### config.mk
export PLATFORM = sky130hd
export DESIGN_NAME = inv_mix_columns_seq
export DESIGN_NICKNAME = d
export VERILOG_FILES = /design/src/rtl/inv_mix_columns_seq.sv
export SDC_FILE = /design/constraint.sdc
export NUM_CORES = 1
export LEC_CHECK = 0
export BUFFER_PORTS_ARGS = -buffer_cell sky130_fd_sc_hd__buf_4
export CAP_MARGIN = 0
export CORE_MARGIN = 5
export CORE_UTILIZATION = 49
export CTS_BUF_LIST = sky130_fd_sc_hd__clkbuf_16
export DETAILED_ROUTE_END_ITERATION = 16
export HOLD_SLACK_MARGIN = 0.12
export PLACE_DENSITY = 0.85
export SYNTH_ARGS = -nofsm -noshare
export SYNTH_HDL_FRONTEND = slang
export SYNTH_SLANG_ARGS = --single-unit
### constraint.sdc
create_clock -name clk -period 9.5 [get_ports clk]
set_input_delay 1.9 -clock clk [delete_from_list [all_inputs] [get_ports clk]]
set_output_delay 1.9 -clock clk [all_outputs]
set_load 0.01 [all_outputs]
### src/rtl/inv_mix_columns_seq.sv
// Iterative AES InvMixColumns: one column per cycle through a shared transformer.
// Define INV_MIX_COLS_PARALLEL_EN to transform all four columns in a single cycle.
module inv_mix_columns_seq (
   input  logic         clk,
   input  logic         reset,
   input  logic         in_valid,
   output logic         in_ready,
   input  logic [127:0] in,
   output logic         out_valid,
   input  logic         out_ready,
   output logic [127:0] out
);

   typedef enum logic [1:0] {StIdle, StBusy, StDone} state_e;

   state_e       fsm_q, fsm_d;
   logic [127:0] state_q, state_d;
   logic [1:0]   col_q, col_d;

   function automatic logic [7:0] xtime(input logic [7:0] b);
      return {b[6:0], 1'b0} ^ (b[7] ? 8'h1b : 8'h00);
   endfunction

   // Multiply by 09/0B/0D/0E from the x2, x4, x8 xtime chain.
   function automatic logic [7:0] mul_9(input logic [7:0] b);
      return xtime(xtime(xtime(b))) ^ b;
   endfunction

   function automatic logic [7:0] mul_b(input logic [7:0] b);
      return xtime(xtime(xtime(b))) ^ xtime(b) ^ b;
   endfunction

   function automatic logic [7:0] mul_d(input logic [7:0] b);
      return xtime(xtime(xtime(b))) ^ xtime(xtime(b)) ^ b;
   endfunction

   function automatic logic [7:0] mul_e(input logic [7:0] b);
      return xtime(xtime(xtime(b))) ^ xtime(xtime(b)) ^ xtime(b);
   endfunction

   // Every output row is the same coefficient pattern rotated across the column.
   function automatic logic [7:0] inv_row(input logic [7:0] a0, input logic [7:0] a1,
                                          input logic [7:0] a2, input logic [7:0] a3);
      return mul_e(a0) ^ mul_b(a1) ^ mul_d(a2) ^ mul_9(a3);
   endfunction

   function automatic logic [31:0] inv_col(input logic [31:0] a);
      logic [7:0] a0, a1, a2, a3;
      {a0, a1, a2, a3} = a;
      return {inv_row(a0, a1, a2, a3), inv_row(a1, a2, a3, a0),
              inv_row(a2, a3, a0, a1), inv_row(a3, a0, a1, a2)};
   endfunction

`ifndef INV_MIX_COLS_PARALLEL_EN
   logic [31:0] col_in, col_out;

   always_comb begin
      col_in = state_q[127:96];
      unique case (col_q)
         2'd0: col_in = state_q[127:96];
         2'd1: col_in = state_q[95:64];
         2'd2: col_in = state_q[63:32];
         2'd3: col_in = state_q[31:0];
      endcase
   end

   assign col_out = inv_col(col_in);
`endif

   always_comb begin
      fsm_d     = fsm_q;
      state_d   = state_q;
      col_d     = col_q;
      in_ready  = 1'b0;
      out_valid = 1'b0;
      case (fsm_q)
         StIdle: begin
            in_ready = 1'b1;
            if (in_valid) begin
               state_d = in;
               col_d   = 2'd0;
               fsm_d   = StBusy;
            end
         end
         StBusy: begin
`ifdef INV_MIX_COLS_PARALLEL_EN
            state_d = {inv_col(state_q[127:96]), inv_col(state_q[95:64]),
                       inv_col(state_q[63:32]), inv_col(state_q[31:0])};
            fsm_d   = StDone;
`else
            unique case (col_q)
               2'd0: state_d[127:96] = col_out;
               2'd1: state_d[95:64]  = col_out;
               2'd2: state_d[63:32]  = col_out;
               2'd3: state_d[31:0]   = col_out;
            endcase
            col_d = col_q + 2'd1;
            if (col_q == 2'd3) begin
               fsm_d = StDone;
            end
`endif
         end
         StDone: begin
            out_valid = 1'b1;
            if (out_ready) begin
               fsm_d = StIdle;
            end
         end
         default: fsm_d = StIdle;
      endcase
   end

   assign out = out_valid ? state_q : 128'h0;

   always_ff @(posedge clk or posedge reset) begin
      if (reset) begin
         fsm_q   <= StIdle;
         state_q <= 128'h0;
         col_q   <= 2'd0;
      end else begin
         fsm_q   <= fsm_d;
         state_q <= state_d;
         col_q   <= col_d;
      end
   end

endmodule

---- Word level (Yosys, flattened, before mapping) ----
Index checks and enable logic that the tools add are counted.
storage, ports and cells
  output and inout bits ................... 130
  memories kept ........................... 0
  input port bits ......................... 132
  RAM bits ................................ 0
  register bits ........................... 132
  latch bits .............................. 0
  word-level logic and storage cells ...... 103
  memory bits (read-only) ................. 0
operators by class
  equal/unequal tests ..................... 11
  magnitude comparators ................... 0
  reduce and logical (&&, ||, !) cells .... 9
  shift operators ......................... 0
  $mul .................................... 0
  add/sub/neg operators ................... 1
  bitwise gates (word level) .............. 48
  multiplexer cells ....................... 28
  divide/modulo/power cells ............... 0
operators with widths
  kind                                                             number
  8-bit bitwise XOR                                                39
  128-bit 2-to-1 mux                                               2
  128-bit one-hot mux with 2 select lines                          1
  32-bit 2-to-1 mux                                                4
  32-bit one-hot mux with 4 select lines                           1
  8-bit by 5-bit bitwise XOR with 8-bit output                     9
  5-bit 2-to-1 mux                                                 12
  3-bit AND reduction                                              5
  2-bit 2-to-1 mux                                                 4
  2-bit == test, second input constant                             3
  2-bit by 1-bit != test with 1-bit output, second input constant  3
  2-bit != test, second input constant                             3
  2-bit one-hot mux with 3 select lines                            1
  2-bit by 1-bit == test with 1-bit output, second input constant  2
  2-bit zero test                                                  2
  2-bit one-hot mux with 2 select lines                            1
  2-bit by 1-bit adder with 2-bit output, second input constant    1
  1-bit 2-to-1 mux                                                 2
  2-bit AND reduction                                              1
  2-bit nonzero test                                               1

---- Logic depth before layout (Yosys ltp) ----
Gate-level depths: netlist of the first run.
  depth after elaboration ................. 15
  depth in mapped cells ................... 14
  mapped depth without buffers ............ 10

---- Worst setup path after synthesis of the first run ----
Ideal clock, no wire load.
  path kind ............................... register to register
  start point ............................. register col_q[0]
  end point ............................... register state_q[27]
  required time ........................... 9369 ps
  stages on the path, launching flop included .. 12
  arrival time ............................ 3259 ps
  setup slack ............................. 6110 ps
  library setup time ...................... 131 ps
  path buffers ............................ 2
  clock period less this slack ............ 3390 ps
  cell sequence ........................... dfrtp_1 -> ha_1 -> buf_2 -> buf_6 -> a222oi_1 -> xor2_1 -> a21oi_1 -> xnor2_2 -> xnor2_2 -> xor2_1 -> nor3_1 -> or3_1
between the ends
  word-level cells in the longest chain between the ends .. 13
  elaborated cells on any way between the ends .. 41
  classes of those cells .................. eq/ne: 4; mux: 13; bitwise: 22; reduce/logical: 2
ends and longest elaborated chain
  item                                                                                      RTL line  source
  start, declared                                                                           18        logic [1:0] col_q, col_d;
  start signal, assigned                                                                    123       col_q <= col_d;
  2-bit == test (tied with other cells)                                                     59, 91
  32-bit one-hot mux with 4 select lines                                                    59        unique case (col_q)
  5-bit 2-to-1 mux / 8-bit by 5-bit bitwise XOR with 8-bit output (equally long branches)   21        return {b[6:0], 1'b0} ^ (b[7] ? 8'h1b : 8'h00);
  8-bit by 5-bit bitwise XOR with 8-bit output / 8-bit bitwise XOR (equally long branches)  21
  8-bit bitwise XOR (tied with other cells)                                                 21
  8-bit by 5-bit bitwise XOR with 8-bit output                                              21
  8-bit bitwise XOR (on tied branches) (2 in series)                                        38, 30
  8-bit bitwise XOR (3 in series)                                                           44        return mul_e(a0) ^ mul_b(a1) ^ mul_d(a2) ^ mul_9(a3);
  32-bit 2-to-1 mux                                                                         91        unique case (col_q)
  128-bit one-hot mux with 2 select lines                                                   76        case (fsm_q)
  end signal, assigned                                                                      122       state_q <= state_d;
  end, declared                                                                             17        logic [127:0] state_q, state_d;
Parallel ways exist; a longest one is shown, timed or not. The select of a mux whose other input is x is not followed.
A chain may end at the register's enable or synchronous reset.

---- Worst setup path in the final report of the first run ----
  start point ............................. register fsm_q[1]
  end point ............................... output port out[57]
between the ends
  word-level cells in the longest chain between the ends .. 3
ends and longest elaborated chain
  item                    RTL line  source
  start, declared         16        state_e fsm_q, fsm_d;
  start signal, assigned  117       fsm_q <= StIdle;
  start signal, assigned  121       fsm_q <= fsm_d;
  2-bit == test           76
  1-bit 2-to-1 mux        76
  128-bit 2-to-1 mux      113       assign out = out_valid ? state_q : 128'h0;
  end, declared           11        output logic [127:0] out
No other way between the ends.

==> flow_metrics.tcl, run 1 <==
set metrics [dict create \
    drt_iter0_markers 1937 \
    die_w_microns 157 \
    period_needed_ns 5.17 \
    clkTransAtPathRegs_ns 0.06 \
    final_layout_size_suffix_gt1_share_pct 22.8 \
    n_antenna_cell 0 \
    max_slew_margin_pct 8.87 \
    yosysTopAreaCellShare_pct 31.3 \
    min_path_type "reg2reg" \
    crit_top_cell "buf_4" \
    hpwl_microns 30800 \
    vias 10895 \
    insertion_delay_ns 0.44 \
    postCtsSetupBuffers 0 \
    max-cap-violations 0 \
    cts_tree "done" \
    crit_required_ns 7.60 \
    report.final.slew_viol_count 0 \
    end_kind "output port" \
    wire_per_inst_microns 23.6 \
    post_cts_resized 0 \
    yosys_warnings 0 \
    worst_pin_slew_ns 1.37 \
    synth_seq_area_share_pct 31.3 \
    grt_pass1_vias 10524 \
    worst-path-max-fanout 70 \
    gp_congestion 1.03 \
    die_area_sq_um 24500 \
    syn-num-nets 1417 \
    fp-row-count 53 \
    cts-hold-fix-buffers 0 \
    grtUsageTotal_pct 33.0 \
    viasPerCell 6.16 \
    slowest_stage "dfrtp_1" \
    ios 262 \
    status "finished clean" \
    cp_cell_sequence "nand2b_1 > inv_2 > buf_4 > and2_1 > buf_4" \
    fin_crit_sh_pct 54.4 \
    area_delta_synth_final_pct 24.7 \
    criticalPathCategory "reg2out" \
    hold_viol 0 \
    finalSetupViolCount 0 \
    use_met1_pct 44.2 \
    drt_first_pass_iters 9 \
    ys_types 46 \
    multi_input_area_sq_um 6760 \
    drtAntennaViolNets 0 \
    final_net_count 1618 \
    drc 0 \
    cts-root-buf "clkbuf_16" \
    regArea_sq_um 3300 \
    synth_top_area_cell "dfrtp_1" \
    async_flop_share_pct 100 \
    syn_area_per_cell_sq_um 8.23 \
    setup.worst_path.start_class "flip-flop" \
    h-tree-depth 4 \
    grtUsageMet2_pct 52.6 \
    critPathArrivalTime_ns 3.27 \
    rsz0062_at_grt "false" \
    clk_path_buf_depth 2 \
    final_cell_mix "buf_4 (289), a21oi_1 (200), xnor2_1 (161)" \
    grt_max_degree 73 \
    grt_pass1_wl_microns 62000 \
    syn_area_sq_um 10500 \
    use_met3_pct 7.22 \
    synth_seq_cells 132 \
    initial_core_util_pct 50.0 \
    slowest_delay_ns 0.71 \
    io_buffers 261 \
    grt_overflow_total 0 \
    synth-edff-count 0 \
    cts_sinks 132 \
    yosys-top-cells-area "dfrtp_1 (31%), xnor2_1 (13%), a21oi_1 (9.7%)" \
    syn_inst 1281 \
    coreArea_sq_um 21100 \
    die_h_microns 157 \
    nFillCells 1791 \
    wl_microns 41700 \
    antenna_found_initial 0 \
    skew_ns 0.0151 \
    layout_commonest_cell "buf_4" \
    cts_inserted_buffers 17 \
    timing.fmax_mhz 194 \
    ys.flop_type "dfrtp_1" \
    setup-tns-final_ns 0 \
    top_usage_layer "met2" \
]
[sequential cells by signal, indices dropped and copies added, names as in the netlist]
name / count
col_q: 2
fsm_q: 2
state_q: 128
[final timing paths]
path / startpoint / slack [ns] / to / cells after the start
hold reg to reg: state_q[58] / 0.53 / state_q[58] / 2
hold / removal: state_q[58] / 0.53 / state_q[58] / 2
setup reg to reg: col_q[0] / 4.65 / state_q[44] / 13
setup / recovery: fsm_q[1] / 4.33 / out[57] / 5
max in group asynchronous: reset / 6.44 / state_q[125] / 3
min in group asynchronous: reset / 1.61 / state_q[83] / 2
[worst max-delay path: cells and delay by family, from the launching register on]
family | cells | cell delay, ns
and+or+nand+nor | 2 | 0.75
DFF | 1 | 0.71
buffers and inverters | 3 | 1.35
[cell families after synthesis]
family,count (synthesis),synth area share [%]
AND/OR/NAND/NOR,398,17.8
AO/OA/AOI/OAI,349,19.6
XOR/XNOR,260,24.3
flip-flops,132,31.3
buffers and inverters,122,4.95
multiplexers,16,1.53
adder cells (fa/ha/maj),4,0.475
[area by class of cell]
| cell class | count | share of cell area, % |
|---|---|---|
| multi-input combinational | 1027 | 51.4 |
| sequential | 132 | 25.1 |
| timing repair buffer | 290 | 16.5 |
| clock buffer | 17 | 3.24 |
| tap | 275 | 2.62 |
| clock inverter | 13 | 0.685 |
| inverter | 14 | 0.419 |
[Yosys cell counts (4+ instances only)]
| master | instances |
|---|---|
| a21o_1 | 6 |
| o21ai_1 | 16 |
| clkbuf_1 | 79 |
| a22oi_1 | 9 |
| o22ai_1 | 25 |
| buf_2 | 9 |
| inv_1 | 13 |
| nor2_1 | 140 |
| or3_1 | 12 |
| a21oi_1 | 204 |
| o21ai_0 | 30 |
| nand3_1 | 11 |
| o22a_1 | 4 |
| mux2i_1 | 15 |
| xor2_1 | 77 |
| a222oi_1 | 29 |
| ha_1 | 4 |
| nand2_1 | 91 |
| and2_1 | 119 |
| dfrtp_1 | 132 |
| xnor2_1 | 161 |
| xnor3_1 | 16 |
| buf_6 | 7 |
| nand2b_1 | 4 |
| buf_1 | 13 |
| xnor2_2 | 4 |
| a31oi_1 | 4 |
| nor3_1 | 19 |
[per-stage QoR]
step / cell area [sq um] / utilization, % / setup WS, ns / instances / hold WS, ns
6_report: 13100 / 62.4 / 4.33 / 1768 / 0.526
5_1_grt: 13100 / 62.4 / 4.14 / 1768 / 0.556
4_1_cts: 13100 / 62.3 / 4.35 / 1767 / 0.531
3_5_place_dp: 12600 / 59.9 / 4.65 / 1737 / 0.515
3_3_place_gp: 12600 / 59.9 / 4.65 / 1737 / 0.500
2_1_floorplan: 10500 / - / 4.07 / 1281 / 0.469
[per-layer routing]
| metal | wire length [microns] | share of wire (%) |
|---|---|---|
| met5 | 0 | 0 |
| met4 | 1680 | 4.0 |
| met3 | 5120 | 12 |
| met2 | 19400 | 47 |
| met1 | 15500 | 37 |
Power of run 1 is not shown: default switching activity piles up to over one toggle a cycle in this logic, so the estimate is an artifact.
==> inputs of run 2 (changes only) <==
--- a/config.mk
+++ b/config.mk
@@ -12,7 +12,7 @@
 export CTS_BUF_LIST = sky130_fd_sc_hd__clkbuf_16
 export DETAILED_ROUTE_END_ITERATION = 16
 export HOLD_SLACK_MARGIN = 0.12
-export PLACE_DENSITY = 0.85
+export PLACE_DENSITY = 0.88
 export SYNTH_ARGS = -nofsm -noshare
 export SYNTH_HDL_FRONTEND = slang
 export SYNTH_SLANG_ARGS = --single-unit
==> constraint.sdc (replaced) <==
create_clock -name clk -period 4.2 [get_ports clk]
set_input_delay 0.84 -clock clk [delete_from_list [all_inputs] [get_ports clk]]
set_output_delay 0.84 -clock clk [all_outputs]
set_load 0.01 [all_outputs]
==> run 2 against run 1 <==
Compared with the run above:
- hold slack better by 0.012 ns
- sequential share of layout area fell by 0.96 points
- sequential cell count unchanged
- largest cell class unchanged
- highest routed layer unchanged
==> flow_metrics.tcl, run 2 (synthesis results as in run 1) <==
set metrics [dict create \
    max-cap-violations 0 \
    h-tree-depth 4 \
    io_buffers 261 \
    grt_max_degree 68 \
    post_dp_cell_area_sq_um 13100 \
    grtUsageMet2_pct 55.0 \
    wire_per_inst_microns 24.5 \
    drtAntennaViolNets 0 \
    cts_inserted_buffers 17 \
    drc 0 \
    status "finished clean" \
    n_antenna_cell 0 \
    largest_register "state_q" \
    largest_registers "state_q (128), col_q (2), fsm_q (2)" \
    fp-row-count 53 \
    layout_commonest_cell "buf_4" \
    vias 11223 \
    final_area_sq_um 13700 \
    hold_viol 0 \
    fin_crit_sh_pct 96.2 \
    report.final.slew_viol_count 0 \
    hpwl_microns 33600 \
    ios 262 \
    cts_sinks 132 \
    crit_required_ns 4.48 \
    grtUsageTotal_pct 35.6 \
    skew_ns 0.0120 \
    worst-path-max-fanout 18 \
    cts_tree "done" \
    post_cts_resized 0 \
    critPathArrivalTime_ns 4.32 \
    initial_core_util_pct 50.0 \
    timing.fmax_mhz 247 \
    use_met1_pct 47.6 \
    cts-root-buf "clkbuf_16" \
    drt_first_pass_iters 8 \
    grt_pass1_vias 10910 \
    grt_overflow_total 0 \
    wl_microns 44700 \
    antenna_found_initial 0 \
    viasPerCell 6.15 \
    postCtsSetupBuffers 0 \
    die_h_microns 157 \
    clkTransAtPathRegs_ns 0.07 \
    grt_pass1_wl_microns 66700 \
    period_needed_ns 4.04 \
    rsz0062_at_grt "false" \
    use_met3_pct 10.7 \
    die_area_sq_um 24500 \
    final_core_util_pct 64.8 \
    final_layout_size_suffix_gt1_share_pct 25.8 \
    worst_pin_slew_ns 0.912 \
    min_path_type "reg2reg" \
    setup.worst_path.start_class "flip-flop" \
    largest_reg_flops 128 \
    gp_congestion 1.03 \
    drt_iter0_markers 1749 \
    max_slew_margin_pct 39.2 \
    area_delta_synth_final_pct 29.7 \
    end_kind "flip-flop" \
    die_w_microns 157 \
    setup-tns-final_ns 0 \
    clk_path_buf_depth 2 \
    final_net_count 1673 \
    cts-hold-fix-buffers 0 \
    insertion_delay_ns 0.43 \
    final_cell_mix "buf_4 (342), a21oi_1 (200), xnor2_1 (161)" \
    top_usage_layer "met2" \
    coreArea_sq_um 21100 \
    finalSetupViolCount 0 \
    criticalPathCategory "reg2reg" \
]
-- run 2: cell count changes in the layout (fill, tap and decap cells not counted), sizes merged --
cell      delta
clkinvlp     -3
bufinv       +2
buf         +55
inv          +3
clkinv       -1
-- run 2: area by class of cell --
class | instances | area [sq um]
clock inverter | 14 | 168
inverter | 14 | 56.3
clock buffer | 17 | 425
multi-input combinational | 1027 | 6750
timing repair buffer | 345 | 2630
fill | 1768 | 7410
sequential | 132 | 3300
tap | 275 | 344
-- run 2: path summary, 6_finish.rpt --
kind / cells after the start / slack [ns] / to / start
max: 12 / 0.16 / state_q[99] / col_q[1]
min: 1 / 0.54 / state_q[89] / state_q[89]
max reg2reg: 12 / 0.16 / state_q[99] / col_q[1]
min reg2reg: 1 / 0.54 / state_q[89] / state_q[89]
max in group asynchronous: 3 / 2.89 / state_q[125] / reset
min in group asynchronous: 3 / 0.69 / state_q[56] / reset
-- run 2: per-stage QoR --
step / instances / hold slack (ns) / worst slack [ns]
final: 1824 / 0.538 / 0.159
after global routing: 1824 / 0.551 / 0.0802
after CTS: 1824 / 0.541 / 0.335
after detailed placement: 1793 / 0.522 / 0.383
after global placement: 1793 / 0.514 / 0.427
after floorplan: 1281 / 0.469 / 0.810
-- run 2: worst max-delay path, cell delays in order, from the launching register on --
cell      delay (ns)
dfrtp_1         0.41
inv_1           0.09
ha_1            0.32
buf_12          0.21
a222oi_1        0.36
buf_4           0.27
xor2_1          0.29
xor2_1          0.44
nor3b_1         0.10
a221o_1         0.41
xnor2_1         0.20
xnor2_1         0.59
o221ai_1        0.19
-- run 2: routing by layer --
metal  wire, microns  share of wire, %  vias to the layer above
met5               0                 0                        -
met2           20300                45                      881
met4            1860               4.2                        0
met3            5810                13                      131
met1           16700                37                     5355
li1                -                 -                     4856
Power of run 2 is left out for the same reason.
